==> config.mk <==
export PLATFORM = sky130hd
export DESIGN_NAME = sd_bd_scheduler
export DESIGN_NICKNAME = d
export VERILOG_FILES = /design/src/rtl/sd_sched_pkg.sv /design/src/rtl/sd_rr_arb2.sv /design/src/rtl/sd_bd_scheduler.sv
export SDC_FILE = /design/constraint.sdc
export NUM_CORES = 1
export LEC_CHECK = 0
export CORE_ASPECT_RATIO = 0.9
export CORE_MARGIN = 1
export CORE_UTILIZATION = 45
export DETAILED_ROUTE_END_ITERATION = 8
export PLACE_DENSITY = 0.83
export SLEW_MARGIN = 20
export SYNTH_ARGS = -nofsm -noshare
export SYNTH_HDL_FRONTEND = slang
export SYNTH_SLANG_ARGS = --single-unit
export TNS_END_PERCENT = 10
==> constraint.sdc <==
create_clock -name wb_clk_i -period 3.5 [get_ports wb_clk_i]
set_input_delay 0.35 -clock wb_clk_i [delete_from_list [all_inputs] [get_ports wb_clk_i]]
set_output_delay 0.35 -clock wb_clk_i [all_outputs]
set_load 0.05 [all_outputs]
==> src/rtl/sd_sched_pkg.sv <==
// Shared definitions for the SD buffer-descriptor scheduler.
// Contents:
//   state_e        - scheduler FSM states
//   ERR_*          - error codes reported on err_code_o
//   SEL_TX/SEL_RX  - queue select encoding (TX = 1 so that dat_dir_o = sel)
//   BD_WORD_*      - word offsets inside a 2-word buffer descriptor
package sd_sched_pkg;

  typedef enum logic [3:0] {
    ST_IDLE       = 4'd0,
    ST_FETCH_ADDR = 4'd1,
    ST_FETCH_ARG  = 4'd2,
    ST_CMD        = 4'd3,
    ST_CMD_WAIT   = 4'd4,
    ST_DAT        = 4'd5,
    ST_DAT_WAIT   = 4'd6,
    ST_DONE       = 4'd7,
    ST_ERR        = 4'd8
  } state_e;

  localparam logic [1:0] ERR_NONE = 2'b00;
  localparam logic [1:0] ERR_CMD  = 2'b01;
  localparam logic [1:0] ERR_DAT  = 2'b10;
  localparam logic [1:0] ERR_TO   = 2'b11;

  localparam logic SEL_RX = 1'b0;
  localparam logic SEL_TX = 1'b1;

  // word0 carries the system memory address, word1 the card block argument
  localparam logic BD_WORD_ADDR = 1'b0;
  localparam logic BD_WORD_ARG  = 1'b1;

endpackage

==> src/rtl/sd_rr_arb2.sv <==
// Two-way round-robin arbiter between the TX and RX BD queues.
// Ports:
//   clk_i, rst_ni   - clock, asynchronous active-low reset
//   req_tx_i/rx_i   - queue non-empty requests
//   upd_i           - record upd_sel_i as the last serviced queue
//   upd_sel_i       - queue that was just serviced
//   gnt_valid_o     - at least one request present
//   gnt_sel_o       - granted queue (SEL_TX / SEL_RX)
module sd_rr_arb2
  import sd_sched_pkg::*;
(
  input  logic clk_i,
  input  logic rst_ni,
  input  logic req_tx_i,
  input  logic req_rx_i,
  input  logic upd_i,
  input  logic upd_sel_i,
  output logic gnt_valid_o,
  output logic gnt_sel_o
);

  logic last_q;

  // Last-grant register; resets to RX so TX wins the very first tie.
  always_ff @(posedge clk_i or negedge rst_ni) begin
    if (!rst_ni) begin
      last_q <= SEL_RX;
    end else if (upd_i) begin
      last_q <= upd_sel_i;
    end
  end

  // On a tie the queue that was not serviced last wins.
  always_comb begin
    gnt_valid_o = req_tx_i | req_rx_i;
    if (req_tx_i && req_rx_i) begin
      gnt_sel_o = ~last_q;
    end else if (req_tx_i) begin
      gnt_sel_o = SEL_TX;
    end else begin
      gnt_sel_o = SEL_RX;
    end
  end

endmodule

==> src/rtl/sd_bd_scheduler.sv <==
// Buffer-descriptor scheduler for the SD controller.
// Pops one 2-word BD from the TX or RX queue (round-robin), issues the
// matching block command to the command master, then starts the data
// engine and reports completion or error.
// Ports:
//   wb_clk_i, wb_rst_i          - clock, asynchronous active-low reset
//   enable_i, abort_i           - start permission, software abort
//   timeout_i                   - wait limit in cycles (0 = no timeout)
//   tx_*/rx_*                   - first-word-fall-through BD FIFO interfaces
//   cmd_*                       - command master handshake
//   dat_*                       - data engine / DMA handshake
//   busy_o, tx_done_o, rx_done_o, err_o, err_code_o, halted_o - status
module sd_bd_scheduler
  import sd_sched_pkg::*;
#(
  parameter logic [5:0] CMD_WR = 6'd24,
  parameter logic [5:0] CMD_RD = 6'd17,
  parameter int         TO_W   = 16
) (
  input  logic            wb_clk_i,
  input  logic            wb_rst_i,
  input  logic            enable_i,
  input  logic            abort_i,
  input  logic [TO_W-1:0] timeout_i,
  input  logic            tx_empty_i,
  input  logic [31:0]     tx_dat_i,
  output logic            tx_re_o,
  input  logic            rx_empty_i,
  input  logic [31:0]     rx_dat_i,
  output logic            rx_re_o,
  output logic            cmd_start_o,
  output logic [5:0]      cmd_index_o,
  output logic [31:0]     cmd_arg_o,
  input  logic            cmd_done_i,
  input  logic            cmd_err_i,
  output logic            dat_start_o,
  output logic            dat_dir_o,
  output logic [31:0]     dat_addr_o,
  input  logic            dat_done_i,
  input  logic            dat_err_i,
  output logic            busy_o,
  output logic            tx_done_o,
  output logic            rx_done_o,
  output logic            err_o,
  output logic [1:0]      err_code_o,
  output logic            halted_o
);

  state_e            state_q, state_d;
  logic              sel_q, sel_d;
  logic [TO_W-1:0]   cnt_q, cnt_d;
  logic [31:0]       addr_q, addr_d;
  logic [31:0]       arg_q, arg_d;
  logic [5:0]        idx_q, idx_d;
  logic [1:0]        code_q, code_d;
  logic              halted_q, halted_d;

  logic              gnt_valid, gnt_sel;
  logic              head_empty, pop, fetch_word, to_hit, arb_upd;
  logic [31:0]       head_dat;

  sd_rr_arb2 u_arb (
    .clk_i       (wb_clk_i),
    .rst_ni      (wb_rst_i),
    .req_tx_i    (!tx_empty_i),
    .req_rx_i    (!rx_empty_i),
    .upd_i       (arb_upd),
    .upd_sel_i   (sel_q),
    .gnt_valid_o (gnt_valid),
    .gnt_sel_o   (gnt_sel)
  );

  // Fetch datapath: pop the selected queue whenever it has a word; an abort
  // leaves the FIFO untouched.
  always_comb begin
    head_empty = (sel_q == SEL_TX) ? tx_empty_i : rx_empty_i;
    head_dat   = (sel_q == SEL_TX) ? tx_dat_i : rx_dat_i;
    fetch_word = (state_q == ST_FETCH_ARG) ? BD_WORD_ARG : BD_WORD_ADDR;
    pop        = ((state_q == ST_FETCH_ADDR) || (state_q == ST_FETCH_ARG))
                 && !head_empty && !abort_i;
    to_hit     = (timeout_i != '0) && (cnt_q == timeout_i - TO_W'(1));
    arb_upd    = ((state_q == ST_DONE) || (state_q == ST_ERR)) && !abort_i;
  end

  // Next-state logic; abort overrides everything at the end.
  always_comb begin
    state_d  = state_q;
    sel_d    = sel_q;
    cnt_d    = cnt_q;
    addr_d   = addr_q;
    arg_d    = arg_q;
    idx_d    = idx_q;
    code_d   = code_q;
    halted_d = halted_q;
    case (state_q)
      ST_IDLE: begin
        if (enable_i && !halted_q && gnt_valid) begin
          sel_d   = gnt_sel;
          idx_d   = (gnt_sel == SEL_TX) ? CMD_WR : CMD_RD;
          state_d = ST_FETCH_ADDR;
        end
      end
      ST_FETCH_ADDR, ST_FETCH_ARG: begin
        if (pop) begin
          if (fetch_word == BD_WORD_ADDR) begin
            addr_d  = head_dat;
            state_d = ST_FETCH_ARG;
          end else begin
            arg_d   = head_dat;
            state_d = ST_CMD;
          end
        end
      end
      ST_CMD: begin
        cnt_d   = '0;
        state_d = ST_CMD_WAIT;
      end
      ST_CMD_WAIT: begin
        cnt_d = cnt_q + TO_W'(1);
        // a done in the timeout cycle takes precedence
        if (cmd_done_i) begin
          if (cmd_err_i) begin
            state_d  = ST_ERR;
            code_d   = ERR_CMD;
            halted_d = 1'b1;
          end else begin
            state_d = ST_DAT;
          end
        end else if (to_hit) begin
          state_d  = ST_ERR;
          code_d   = ERR_TO;
          halted_d = 1'b1;
        end
      end
      ST_DAT: begin
        cnt_d   = '0;
        state_d = ST_DAT_WAIT;
      end
      ST_DAT_WAIT: begin
        cnt_d = cnt_q + TO_W'(1);
        if (dat_done_i) begin
          if (dat_err_i) begin
            state_d  = ST_ERR;
            code_d   = ERR_DAT;
            halted_d = 1'b1;
          end else begin
            state_d = ST_DONE;
          end
        end else if (to_hit) begin
          state_d  = ST_ERR;
          code_d   = ERR_TO;
          halted_d = 1'b1;
        end
      end
      ST_DONE, ST_ERR: begin
        state_d = ST_IDLE;
      end
      default: begin
        state_d = ST_IDLE;
      end
    endcase
    if (abort_i) begin
      state_d  = ST_IDLE;
      halted_d = 1'b0;
      code_d   = ERR_NONE;
    end
  end

  // State and datapath registers.
  always_ff @(posedge wb_clk_i or negedge wb_rst_i) begin
    if (!wb_rst_i) begin
      state_q  <= ST_IDLE;
      sel_q    <= SEL_RX;
      cnt_q    <= '0;
      addr_q   <= '0;
      arg_q    <= '0;
      idx_q    <= '0;
      code_q   <= ERR_NONE;
      halted_q <= 1'b0;
    end else begin
      state_q  <= state_d;
      sel_q    <= sel_d;
      cnt_q    <= cnt_d;
      addr_q   <= addr_d;
      arg_q    <= arg_d;
      idx_q    <= idx_d;
      code_q   <= code_d;
      halted_q <= halted_d;
    end
  end

  // Outputs are decoded from state; completion pulses are masked by abort.
  always_comb begin
    tx_re_o     = pop && (sel_q == SEL_TX);
    rx_re_o     = pop && (sel_q == SEL_RX);
    cmd_start_o = (state_q == ST_CMD);
    dat_start_o = (state_q == ST_DAT);
    dat_dir_o   = ((state_q == ST_DAT) || (state_q == ST_DAT_WAIT)) && (sel_q == SEL_TX);
    busy_o      = (state_q != ST_IDLE);
    tx_done_o   = (state_q == ST_DONE) && (sel_q == SEL_TX) && !abort_i;
    rx_done_o   = (state_q == ST_DONE) && (sel_q == SEL_RX) && !abort_i;
    err_o       = (state_q == ST_ERR) && !abort_i;
    cmd_index_o = idx_q;
    cmd_arg_o   = arg_q;
    dat_addr_o  = addr_q;
    err_code_o  = code_q;
    halted_o    = halted_q;
  end

endmodule
==> summary.txt <==
Clock network
  – CTS root buf: clkbuf_16
  – Clk buf depth: 2
  – Total CTS buffers: 9
  – Worst skew pair latency: approximately 0.34 ns
  – Clock Sinks: just over 90
  – Hold-fix buffers, CTS: 0
  – Register clock-pin slew on the reported worst setup and hold paths: 0.06 ns
  – H-tree levels: 3
  – Cts repair resizes: 0
  – Setup Buffers After CTS: 0
  – CTS tree: yes

Critical path
  – Slowest stage delay, CP: 0.64 ns
  – Critical Path RT: 3.75 ns
  – Max stage delay cell, worst path: or4b_1
  – Crit Path Category: in2reg
  – Crit start category: primary input
  – CP endpoint kind: flop
  – Worst Reg-to-Reg Cells: 6
  – Reg-to-Reg Start: state_q[2]
  – Crit path max fanout: 9
  – CP Cell Sequence: clkdlybuf4s50_1 > inv_1 > ha_1 > or4b_1 > nor4_1 > mux2_2 > a2111oi_1 > buf_4 > nand4bb_1 > o22ai_1
  – Critical Path AT: 3.28 ns
  – Worst R2R Setup Slack: 1.13 ns
  – FF-to-FF End: cmd_arg_o[1]

STA
  – Peak Freq: between 300 and 400 MHz
  – Slew Viols, Final: 0
  – RSZ-0062 raised after global routing: no
  – Setup violators final: 0
  – Final worst slack: 0.469 ns
  – Slew headroom: 0.335
  – Final Cycle Share: 0.866
  – Final worst path period need: 3.03 ns
  – Hold_ws: slightly below 0.005 ns
  – Final hold vios: 0
  – Skew final: 0.00783 ns
  – Worst Tran Pin Value: ~0.99 ns
  – Post-route setup TNS: 0 ns

Drt
  – Average via count per standard cell: ~5.5
  – Drt total wl: 13100 um
  – WL/cell: roughly 16 um
  – Post-route ant nets: 0
  – Initial DRC Count: 274
  – DR vias: between 4000 and 5000
  – Drt pass-1 iters: 8
  – DRC viols: 22

Status
  – Status: complete, but fails checks
  – Failing checks: design-rule violations

Global routing
  – Gr busiest metal: met2
  – Met3 Use GR: 0.0616
  – Antenna violations before repair: 0
  – Total global-route track usage: 0.240
  – Global routing usage on met1: 0.300
  – Grt met2 use: 0.410
  – Global-route wire length before repair: around 21000 um
  – Global route overflow: 0
  – Number of global-route vias before repair: about 4300
  – Pin count of the biggest net entering global routing: 65

Final layout
  – Multi-input gate area: 2370 um^2
  – Fillers: about 840
  – Antenna diodes: 0
  – Final #Nets: 772
  – Register Area: 2280 um^2
  – Most frequent cells in the layout: 167 x clkdlybuf4s50_1, 93 x nand2_1, 90 x dfrtp_1
  – Non-filler cells, final: between 800 and 900
  – Most common cell after layout, fill and taps aside: clkdlybuf4s50_1
  – Area Overhead vs Synth: 42.9%
  – Share of layout cells above drive strength 1: 0.0511

Flow run
  – Max cap viols: 0

Logic synthesis
  – EDFF count, synth: 0
  – Synth Instances: 526
  – Synthesis-stage register bit count: 91
  – Main synth FF type: dfrtp_1
  – Syn. warnings: 0
  – Cell area after synthesis: between 4000 and 5000 um^2
  – Post-synth cell types: 58
  – Ys async rst share: 1.00
  – Mapped Avg Cell Area: ~9.2 um^2
  – Sequential fraction of the synthesis area: 0.472

Floorplanning
  – Core ar.: between 10000 and 15000 um^2
  – Die footprint: 11100 um^2
  – I/O pin cnt: 172
  – Die width: 111 um
  – Row count: 35
  – Initial Util: 0.466
  – Chip Height: between 100 and 150 um

Placed design
  – Port Buf Inserts: around 170
  – Placed Cells: between 700 and 800
  – Detailed-placement wirelength estimate: 10000 um
  – Setup slack after placement: between 0.15 and 0.2 ns
  – Routability Congestion: 0.833

Power and ir drop
  – P per Cell Area: 773 nW/um^2
  – Tot Pwr: 5.32 mW
  – Peak VDD IR: roughly 500 uV
  – Lkg Pwr: just under 3 nW

Hold path
  – Hold/Removal Path Class: in2async
through the flow:
stage / utilization / instance area (um^2)
after floorplan: - / 4830
after detailed placement: 0.635 / 6560
final: 0.667 / 6890
after CTS: 0.667 / 6890
after global routing: 0.667 / 6890
after global placement: 0.635 / 6560
synth_stat cells (all sizes together), types with 2 or more instances:
master	count	area (um^2)
a211oi	2	15.0
a21oi	9	45.0
a22oi	3	22.5
a31oi	4	25.0
and2	4	25.0
and3	6	37.5
and4	3	26.3
buf	12	72.6
clkbuf	20	75.1
dfrtp	91	2280
ha	2	25.0
inv	10	37.5
mux2	2	22.5
mux2i	42	420
nand2	95	357
nand2b	5	31.3
nand3	16	80.1
nand4	4	25.0
nand4b	2	17.5
nand4bb	2	22.5
nor2	26	97.6
nor2b	6	37.5
nor3	8	40.0
nor4	5	37.5
o211ai	5	37.5
o21a	3	22.5
o21ai	81	405
o22ai	2	12.5
o311ai	3	26.3
o31ai	4	30.0
o41ai	2	17.5
or2	2	12.5
or3	6	38.8
or4	4	41.3
xnor2	10	87.6
xor2	9	78.8
sequential cells by signal, summed over array words and instances (netlist names):
signal / cells
cmd_arg_o: 32
dat_addr_o: 32
cnt_q: 16
state_q: 4
cmd_index_o: 3
err_code_o: 2
halted_o: 1
u_arb.last_q: 1
report_power, final:
part,switching [mW],leakage (nW),internal (mW)
clock,0.408,0.155,0.635
combinational,1.80,1.60,0.879
sequential,0.204,1.18,1.40
worst max-delay path, delay by kind of cell:
family                     cells  cell delay (ns)
muxes                          1             0.39
buffers and inverters          3             0.78
adders and majority gates      1             0.24
AOI/OAI and AO/OA              2             0.46
and+or+nand+nor                3             1.04
layout make-up:
| cell class | count | area share |
|---|---|---|
| clock buffers | 10 | 0.0332 |
| multi-input cells | 395 | 0.344 |
| repair buffers | 173 | 0.249 |
| clock inverters | 6 | 0.0140 |
| flip-flops and latches | 91 | 0.331 |
| inverters | 10 | 0.00545 |
| well taps | 129 | 0.0234 |
cell families (layout without fill, tap and decap cells):
kind of cell / after synthesis / count (layout) / share of synthesized area
simple gates: 198 / 198 / 0.199
compound gates: 129 / 129 / 0.157
flops: 91 / 91 / 0.472
mux: 44 / 44 / 0.0919
buf+inv: 42 / 199 / 0.0384
xor+xnor: 19 / 19 / 0.0345
fa+ha+maj: 2 / 2 / 0.00519
other cells: 1 / 3 / 0.000778
worst max-delay path by stage:
stage	cells past startpoint	startpoint	end
after floorplan	6	timeout_i[5]	state_q[1]
after global placement	10	timeout_i[0]	err_code_o[1]
after detailed placement	10	timeout_i[0]	err_code_o[0]
after CTS	10	timeout_i[0]	err_code_o[0]
after global routing	10	timeout_i[0]	state_q[3]
final	10	timeout_i[0]	err_code_o[0]
per-layer routing:
layer	routed length [um]	vias to the layer above	part of all wire
met1	5600	2146	0.43
li1	-	2162	-
met3	754	23	0.058
met5	0	-	0
met2	6460	156	0.49
met4	244	0	0.019
Power figures use the tool's default switching activity.
